## config.mk

```make
export PLATFORM = sky130hd
export DESIGN_NAME = pid_steering
export DESIGN_NICKNAME = d
export VERILOG_FILES = /design/src/rtl/pid_steering.sv
export SDC_FILE = /design/constraint.sdc
export NUM_CORES = 1
export LEC_CHECK = 0
export CAP_MARGIN = 20
export CORE_UTILIZATION = 50
export CTS_BUF_LIST = sky130_fd_sc_hd__clkbuf_2 sky130_fd_sc_hd__clkbuf_4 sky130_fd_sc_hd__clkbuf_8
export DETAILED_ROUTE_END_ITERATION = 16
export GPL_ROUTABILITY_DRIVEN = 0
export PLACE_DENSITY = 0.84
export SYNTH_ARGS = -nofsm -noshare
export SYNTH_HDL_FRONTEND = slang
export SYNTH_SLANG_ARGS = --single-unit
export TNS_END_PERCENT = 30
```

## constraint.sdc

```tcl
create_clock -name clk -period 3.4 [get_ports clk]
set_input_delay 0.68 -clock clk [delete_from_list [all_inputs] [get_ports clk]]
set_output_delay 0.68 -clock clk [all_outputs]
set_load 0.005 [all_outputs]
```

## src/rtl/pid_steering.sv

```systemverilog
// Fixed-point PID steering: error frames in, differential wheel speeds out.
// Define PID_WATCHDOG_EN to enable the stale-input watchdog.
module pid_steering #(
    parameter int unsigned        FRAC_BITS  = 8,
    parameter logic signed [15:0] KP         = 16'sd512,
    parameter logic signed [15:0] KI         = 16'sd8,
    parameter logic signed [15:0] KD         = 16'sd256,
    parameter int                 ERR_CLAMP  = 160,
    parameter int                 INT_LIMIT  = 4096,
    parameter int                 OUT_MAX    = 127,
    parameter int                 BASE_SPEED = 128,
    parameter int                 SPEED_MAX  = 255
`ifdef PID_WATCHDOG_EN
    ,
    parameter int unsigned        WATCHDOG_CYCLES = 2500000
`endif
) (
    input  logic               clk,
    input  logic               reset,
    input  logic signed [31:0] error,
    input  logic               error_ready,
    output logic        [7:0]  left_speed,
    output logic        [7:0]  right_speed,
    output logic signed [15:0] steer,
    output logic               cmd_valid,
    output logic               busy,
    output logic               stale
);

    localparam logic signed [31:0] ErrLim32 = ERR_CLAMP;
    localparam logic signed [15:0] ErrLim16 = 16'(ERR_CLAMP);
    localparam logic signed [16:0] IntLim17 = 17'(INT_LIMIT);
    localparam logic signed [15:0] IntLim16 = 16'(INT_LIMIT);
    localparam logic signed [33:0] OutLim34 = 34'(OUT_MAX);
    localparam logic signed [15:0] OutLim16 = 16'(OUT_MAX);
    localparam logic signed [17:0] Base18   = 18'(BASE_SPEED);
    localparam logic signed [17:0] SpMax18  = 18'(SPEED_MAX);
    localparam logic        [7:0]  SpMax8   = 8'(SPEED_MAX);

    typedef enum logic [2:0] {
        StIdle,
        StLoad,
        StMul,
        StSum,
        StSat,
        StOut
    } state_e;

    state_e             state_q;
    logic               ready_q;
    logic               first_q;
    logic signed [15:0] e_prev_q;
    logic signed [15:0] e_q;
    logic signed [15:0] d_q;
    logic signed [15:0] i_acc_q;
    logic signed [31:0] p_q;
    logic signed [31:0] i_q;
    logic signed [31:0] dp_q;
    logic signed [33:0] u_raw_q;

    logic               trigger;
    logic signed [15:0] e_clamped;
    logic signed [15:0] d_next;
    logic signed [16:0] i_sum;
    logic signed [15:0] i_next;
    logic signed [33:0] s_sum;
    logic signed [33:0] u_raw_next;
    logic signed [15:0] u_sat;
    logic signed [17:0] u_ext;
    logic signed [17:0] spd_l;
    logic signed [17:0] spd_r;
    logic        [7:0]  left_next;
    logic        [7:0]  right_next;

    // Only a fresh rising edge seen while idle starts a computation.
    assign trigger = (state_q == StIdle) && error_ready && !ready_q;
    assign busy    = (state_q != StIdle);

    always_comb begin
        e_clamped = error[15:0];
        if (error > ErrLim32) begin
            e_clamped = ErrLim16;
        end else if (error < -ErrLim32) begin
            e_clamped = -ErrLim16;
        end

        d_next = first_q ? 16'sd0 : (e_clamped - e_prev_q);

        i_sum  = $signed({i_acc_q[15], i_acc_q}) + $signed({e_clamped[15], e_clamped});
        i_next = i_sum[15:0];
        if (i_sum > IntLim17) begin
            i_next = IntLim16;
        end else if (i_sum < -IntLim17) begin
            i_next = -IntLim16;
        end
    end

    always_comb begin
        s_sum      = 34'(p_q) + 34'(i_q) + 34'(dp_q);
        u_raw_next = s_sum >>> FRAC_BITS;
    end

    always_comb begin
        u_sat = u_raw_q[15:0];
        if (u_raw_q > OutLim34) begin
            u_sat = OutLim16;
        end else if (u_raw_q < -OutLim34) begin
            u_sat = -OutLim16;
        end

        // Positive steer slows the left wheel and speeds up the right one.
        u_ext = {{2{u_sat[15]}}, u_sat};
        spd_l = Base18 - u_ext;
        spd_r = Base18 + u_ext;

        left_next = spd_l[7:0];
        if (spd_l < 18'sd0) begin
            left_next = 8'd0;
        end else if (spd_l > SpMax18) begin
            left_next = SpMax8;
        end

        right_next = spd_r[7:0];
        if (spd_r < 18'sd0) begin
            right_next = 8'd0;
        end else if (spd_r > SpMax18) begin
            right_next = SpMax8;
        end
    end

`ifdef PID_WATCHDOG_EN
    localparam int unsigned       WdW    = $clog2(WATCHDOG_CYCLES + 1);
    localparam logic [WdW-1:0]    WdMax  = WdW'(WATCHDOG_CYCLES);
    localparam logic [WdW-1:0]    WdLast = WdW'(WATCHDOG_CYCLES - 1);
    logic [WdW-1:0] wd_cnt_q;
`else
    assign stale = 1'b0;
`endif

    always_ff @(posedge clk or negedge reset) begin
        if (!reset) begin
            state_q     <= StIdle;
            ready_q     <= 1'b0;
            first_q     <= 1'b1;
            e_prev_q    <= '0;
            e_q         <= '0;
            d_q         <= '0;
            i_acc_q     <= '0;
            p_q         <= '0;
            i_q         <= '0;
            dp_q        <= '0;
            u_raw_q     <= '0;
            left_speed  <= '0;
            right_speed <= '0;
            steer       <= '0;
            cmd_valid   <= 1'b0;
`ifdef PID_WATCHDOG_EN
            stale       <= 1'b0;
            wd_cnt_q    <= '0;
`endif
        end else begin
            ready_q   <= error_ready;
            cmd_valid <= 1'b0;
            unique case (state_q)
                StIdle: begin
                    if (trigger) begin
                        state_q <= StLoad;
                    end
                end
                StLoad: begin
                    e_q      <= e_clamped;
                    d_q      <= d_next;
                    i_acc_q  <= i_next;
                    e_prev_q <= e_clamped;
                    first_q  <= 1'b0;
`ifdef PID_WATCHDOG_EN
                    stale    <= 1'b0;
`endif
                    state_q  <= StMul;
                end
                StMul: begin
                    p_q     <= 32'(e_q) * 32'(KP);
                    i_q     <= 32'(i_acc_q) * 32'(KI);
                    dp_q    <= 32'(d_q) * 32'(KD);
                    state_q <= StSum;
                end
                StSum: begin
                    u_raw_q <= u_raw_next;
                    state_q <= StSat;
                end
                StSat: begin
                    steer       <= u_sat;
                    left_speed  <= left_next;
                    right_speed <= right_next;
                    cmd_valid   <= 1'b1;
                    state_q     <= StOut;
                end
                StOut: begin
                    state_q <= StIdle;
                end
                default: begin
                    state_q <= StIdle;
                end
            endcase
`ifdef PID_WATCHDOG_EN
            // Stale input: park the wheels and restart the controller from scratch.
            if (trigger) begin
                wd_cnt_q <= '0;
            end else if (wd_cnt_q != WdMax) begin
                wd_cnt_q <= wd_cnt_q + 1'b1;
                if (wd_cnt_q == WdLast) begin
                    stale       <= 1'b1;
                    left_speed  <= '0;
                    right_speed <= '0;
                    steer       <= '0;
                    i_acc_q     <= '0;
                    first_q     <= 1'b1;
                end
            end
`endif
        end
    end

endmodule

```

==> qor.yml <==
worst_setup_path:
  critical-path-top-delay-family: "simple AND/OR/NAND/NOR gates"
  cpMaxStageDelayCell: "or4_1"
  cp_data_required_time_ns: 3.80
  criticalPathCategory: "in2reg"
  worstPathArrival_ns: 4.74
  cp_num_buf_inv: 4
  worst_setup_path_start_kind: "input pin"
  critPathCaptureType: "flop"
  worst-path-max-fanout: 6
  critPathMaxStageDelay_ns: 0.53
  crit_top_cell: "buf_6"
  crit_chain: "buf_6, nor4_4, nand4_1, o31ai_2, inv_1, nor2_4, buf_6, and2_4, fa_1, or4_1, a21oi_1, or4b_4, or4_4, o31a_1, o2bb2ai_2, buf_6, a32o_1"
sta:
  rsz0062_at_grt: "yes"
  worst_pin_slew_ns: 0.917
  slew_viol_final: 0
  maxSlewHeadroom_pct: 38.9
  setup_slack_ns: -0.940
  fmax_mhz: 230
  period_minus_slack_ns: 4.34
  hold_violations: 0
  period_share_pct: 128
  setup_violations: 21
  clock_skew_ns: 0.0110
yosys:
  synth-edff-count: 0
  synth_area_leaders: "dfrtp_1 (43%), ha_1 (8.0%), mux2_2 (5.9%)"
  syn_area_mm2: 0.00864
  netlist_instances: 860
  ys_ff_latch: 148
  synth_top_cell_by_area: "dfrtp_1"
  ys_types: 61
  synth_flop_cell: "dfrtp_1"
  synth_top_area_share_pct: 42.6
  syn_avg_cell_area_um2: 10.1
  syn_nets: 969
  ys_warn_count: 0
  async_flop_share_pct: 100
  ys_seq_area_share_pct: 42.9
cells_and_area:
  multi_input_area_mm2: 0.00486
  fin_nets: 1121
  seq_area_mm2: 0.00370
  drive_above_1_share_pct: 26.0
  synthToLayoutAreaGrowth_pct: 25.6
  final_core_util_pct: 64.8
  num-fill-cells: 1312
  antennaDiodeCount: 0
global_routing:
  grt_pass1_wl_um: 32300
  grt_use_total_pct: 22.7
  antenna_found_initial: 0
  grt.overflow.total: 0
  grt_max_degree: 104
  grt_pass1_vias: 7041
pwr:
  power.leakage_nw: 5.15
  power.density_mw_per_mm2: 999
  total_power_mw: 10.8
  ir_drop_uv: 403
floorplanning:
  io_pins: 70
  placementRows: 47
  die_x_um: 133
  initial_utilization_pct: 51.6
  die-area_mm2: 0.0178
  fp.dieH_um: 133
  core_mm2: 0.0168
clock_network:
  tritoncts: "yes"
  cts.root.buffer_cell: "clkbuf_8"
  cts_max_level: 4
  path_clk_slew_ns: 0.09
  cts_buffers: 17
  clk_latency_ns: 0.45
  cts_buffer_depth: 2
  clock-sinks: 148
drt:
  drtIter0Drc: 333
  wl_per_cell_um: 15.4
  via_count: 7016
  routed_via_density: 5.64
  dr.pass1.iters: 5
  drc_errors: 0
  routed_wl_um: 19200
  ant_nets: 0
hold_path:
  hold_path_class: "in2async"
placed_design:
  io_buffers: 68
  detailed_place_hpwl_um: 13900
job:
  cap_violations: 0
status:
  status: "finished, violations left"
  failed_checks: "setup timing"
[Yosys cell counts, types with 6 or more instances]
master	instances
xor2_1	17
and2_1	8
nor2b_1	6
or3_1	11
or2_2	7
nor3_1	17
nand2_1	86
a31oi_1	9
dfrtp_1	147
nand2b_1	7
mux2_2	45
a211oi_1	6
ha_1	55
nor4_1	14
inv_1	41
nor2_1	50
a22o_1	23
a21oi_1	46
o31ai_1	10
clkbuf_1	36
fa_1	19
a21o_1	24
nand3_1	14
o21ai_0	52
nand4_1	10
xnor2_1	22
[sequential cells by signal, indices dropped and copies added, names as in the netlist]
signal,count
cmd_valid,1
p_q,16
ready_q,1
left_speed,8
d_q,16
i_acc_q,16
i_q,11
state_q,3
u_raw_q,19
steer,16
right_speed,8
dp_q,16
first_q,1
e_q,16
[worst reg2reg max path, stage by stage (launching register included)]
cell and delay [ns]:
dfrtp_1 0.43, ha_4 0.18, fa_1 0.44, xor2_1 0.17, or4_1 0.41, a21oi_1 0.12
or4b_4 0.46, or4_4 0.42, o31a_1 0.33, o2bb2ai_2 0.19, buf_6 0.15, a32o_1 0.16
[what timing repair did]
item                       4_1_cts  5_1_grt
resized for setup              140       33
pin swaps                       34       21
setup endpoints to repair       27       32
cloned                           1        0
hold buffers                     0        0
buffers inserted                 2        1
[logic make-up (layout without fill, tap and decap cells)]
logic type / count (synthesis) / count (layout) / share of synthesized area [%]
muxes: 49 / 49 / 6.33
buffers and inverters: 85 / 250 / 3.95
xor gates and xnor gates: 39 / 39 / 3.95
and+or+nand+nor: 251 / 251 / 14.2
other: 1 / 1 / 0.0434
DFF: 148 / 148 / 42.9
AOI/OAI and AO/OA: 213 / 213 / 16.4
adders and majority gates: 74 / 74 / 12.4
[final timing paths]
check	slack [ns]	depth (start not counted)	start	end
worst max-delay path	-0.94	17	error[30]	i_acc_q[3]
min in group clk	0.48	1	d_q[3]	d_q[3]
worst min register to register	0.48	1	d_q[3]	d_q[3]
max in group asynchronous	2.26	2	reset	steer[2]
worst min-delay path	0.31	1	reset	cmd_valid
worst max register to register	-0.11	11	i_acc_q[0]	i_acc_q[3]
[cell usage in the layout (no fill, tap or decap), types with 5 or more instances in the layout]
cell type and instances:
nor3_1 16, a21oi_2 6, inv_1 40, buf_6 15, buf_4 104, or2_2 6, a31oi_1 7, nand2_1 85
nor4_1 5, a22o_1 22, fa_1 19, clkbuf_8 17, nand3_1 14, a21oi_1 40, xor2_1 17, mux2_2 45
dfrtp_1 147, and2_1 7, a211oi_1 5, nor4_2 5, o31ai_1 6, a21o_1 24, clkdlybuf4s50_1 35, nand4_1 10
xnor2_1 22, nor2_1 49, nand2b_1 7, ha_1 54, o21ai_0 48, o21a_1 5, o22a_1 5, o21bai_1 5
buf_2 12, or3_1 9
[stage by stage]
step	cells	worst slack (ns)	setup TNS (ns)	instance area (um^2)	hold slack, ns
finish	1245	-0.940	-11.29	10900	0.305
global route	1245	-1.15	-15.73	10900	0.378
CTS	1244	-0.885	-10.43	10700	0.350
detailed placement	1209	-1.83	-35.31	10300	0.462
global placement	1209	-1.74	-33.61	10300	0.451
floorplan	860	-1.03	-13.31	8690	0.384
[metal layers]
layer | track usage, % | vias to the layer above | routed length [um]
li1 | - | 3380 | -
met1 | 26.9 | 3426 | 8300
met2 | 40.3 | 163 | 9720
met3 | 4.11 | 47 | 626
met4 | 9.60 | 0 | 518
met5 | 0 | - | 0
[report_power, final]
part / switching, mW / internal [mW] / total, mW
clock network: 0.709 / 0.670 / 1.38
registers: 0.576 / 2.50 / 3.07
logic: 3.19 / 3.20 / 6.39
total: 4.48 / 6.37 / 10.8
[layout make-up]
type,count,share of cell area (%)
Clock inverter,15,1.57
Timing Repair Buffer,177,13.5
Inverter,41,1.42
Sequential cell,148,34.1
Multi-Input combinational cell,627,44.7
Tap cell,220,2.54
Clock buffer,17,2.16
(Power assumes the default switching activity.)
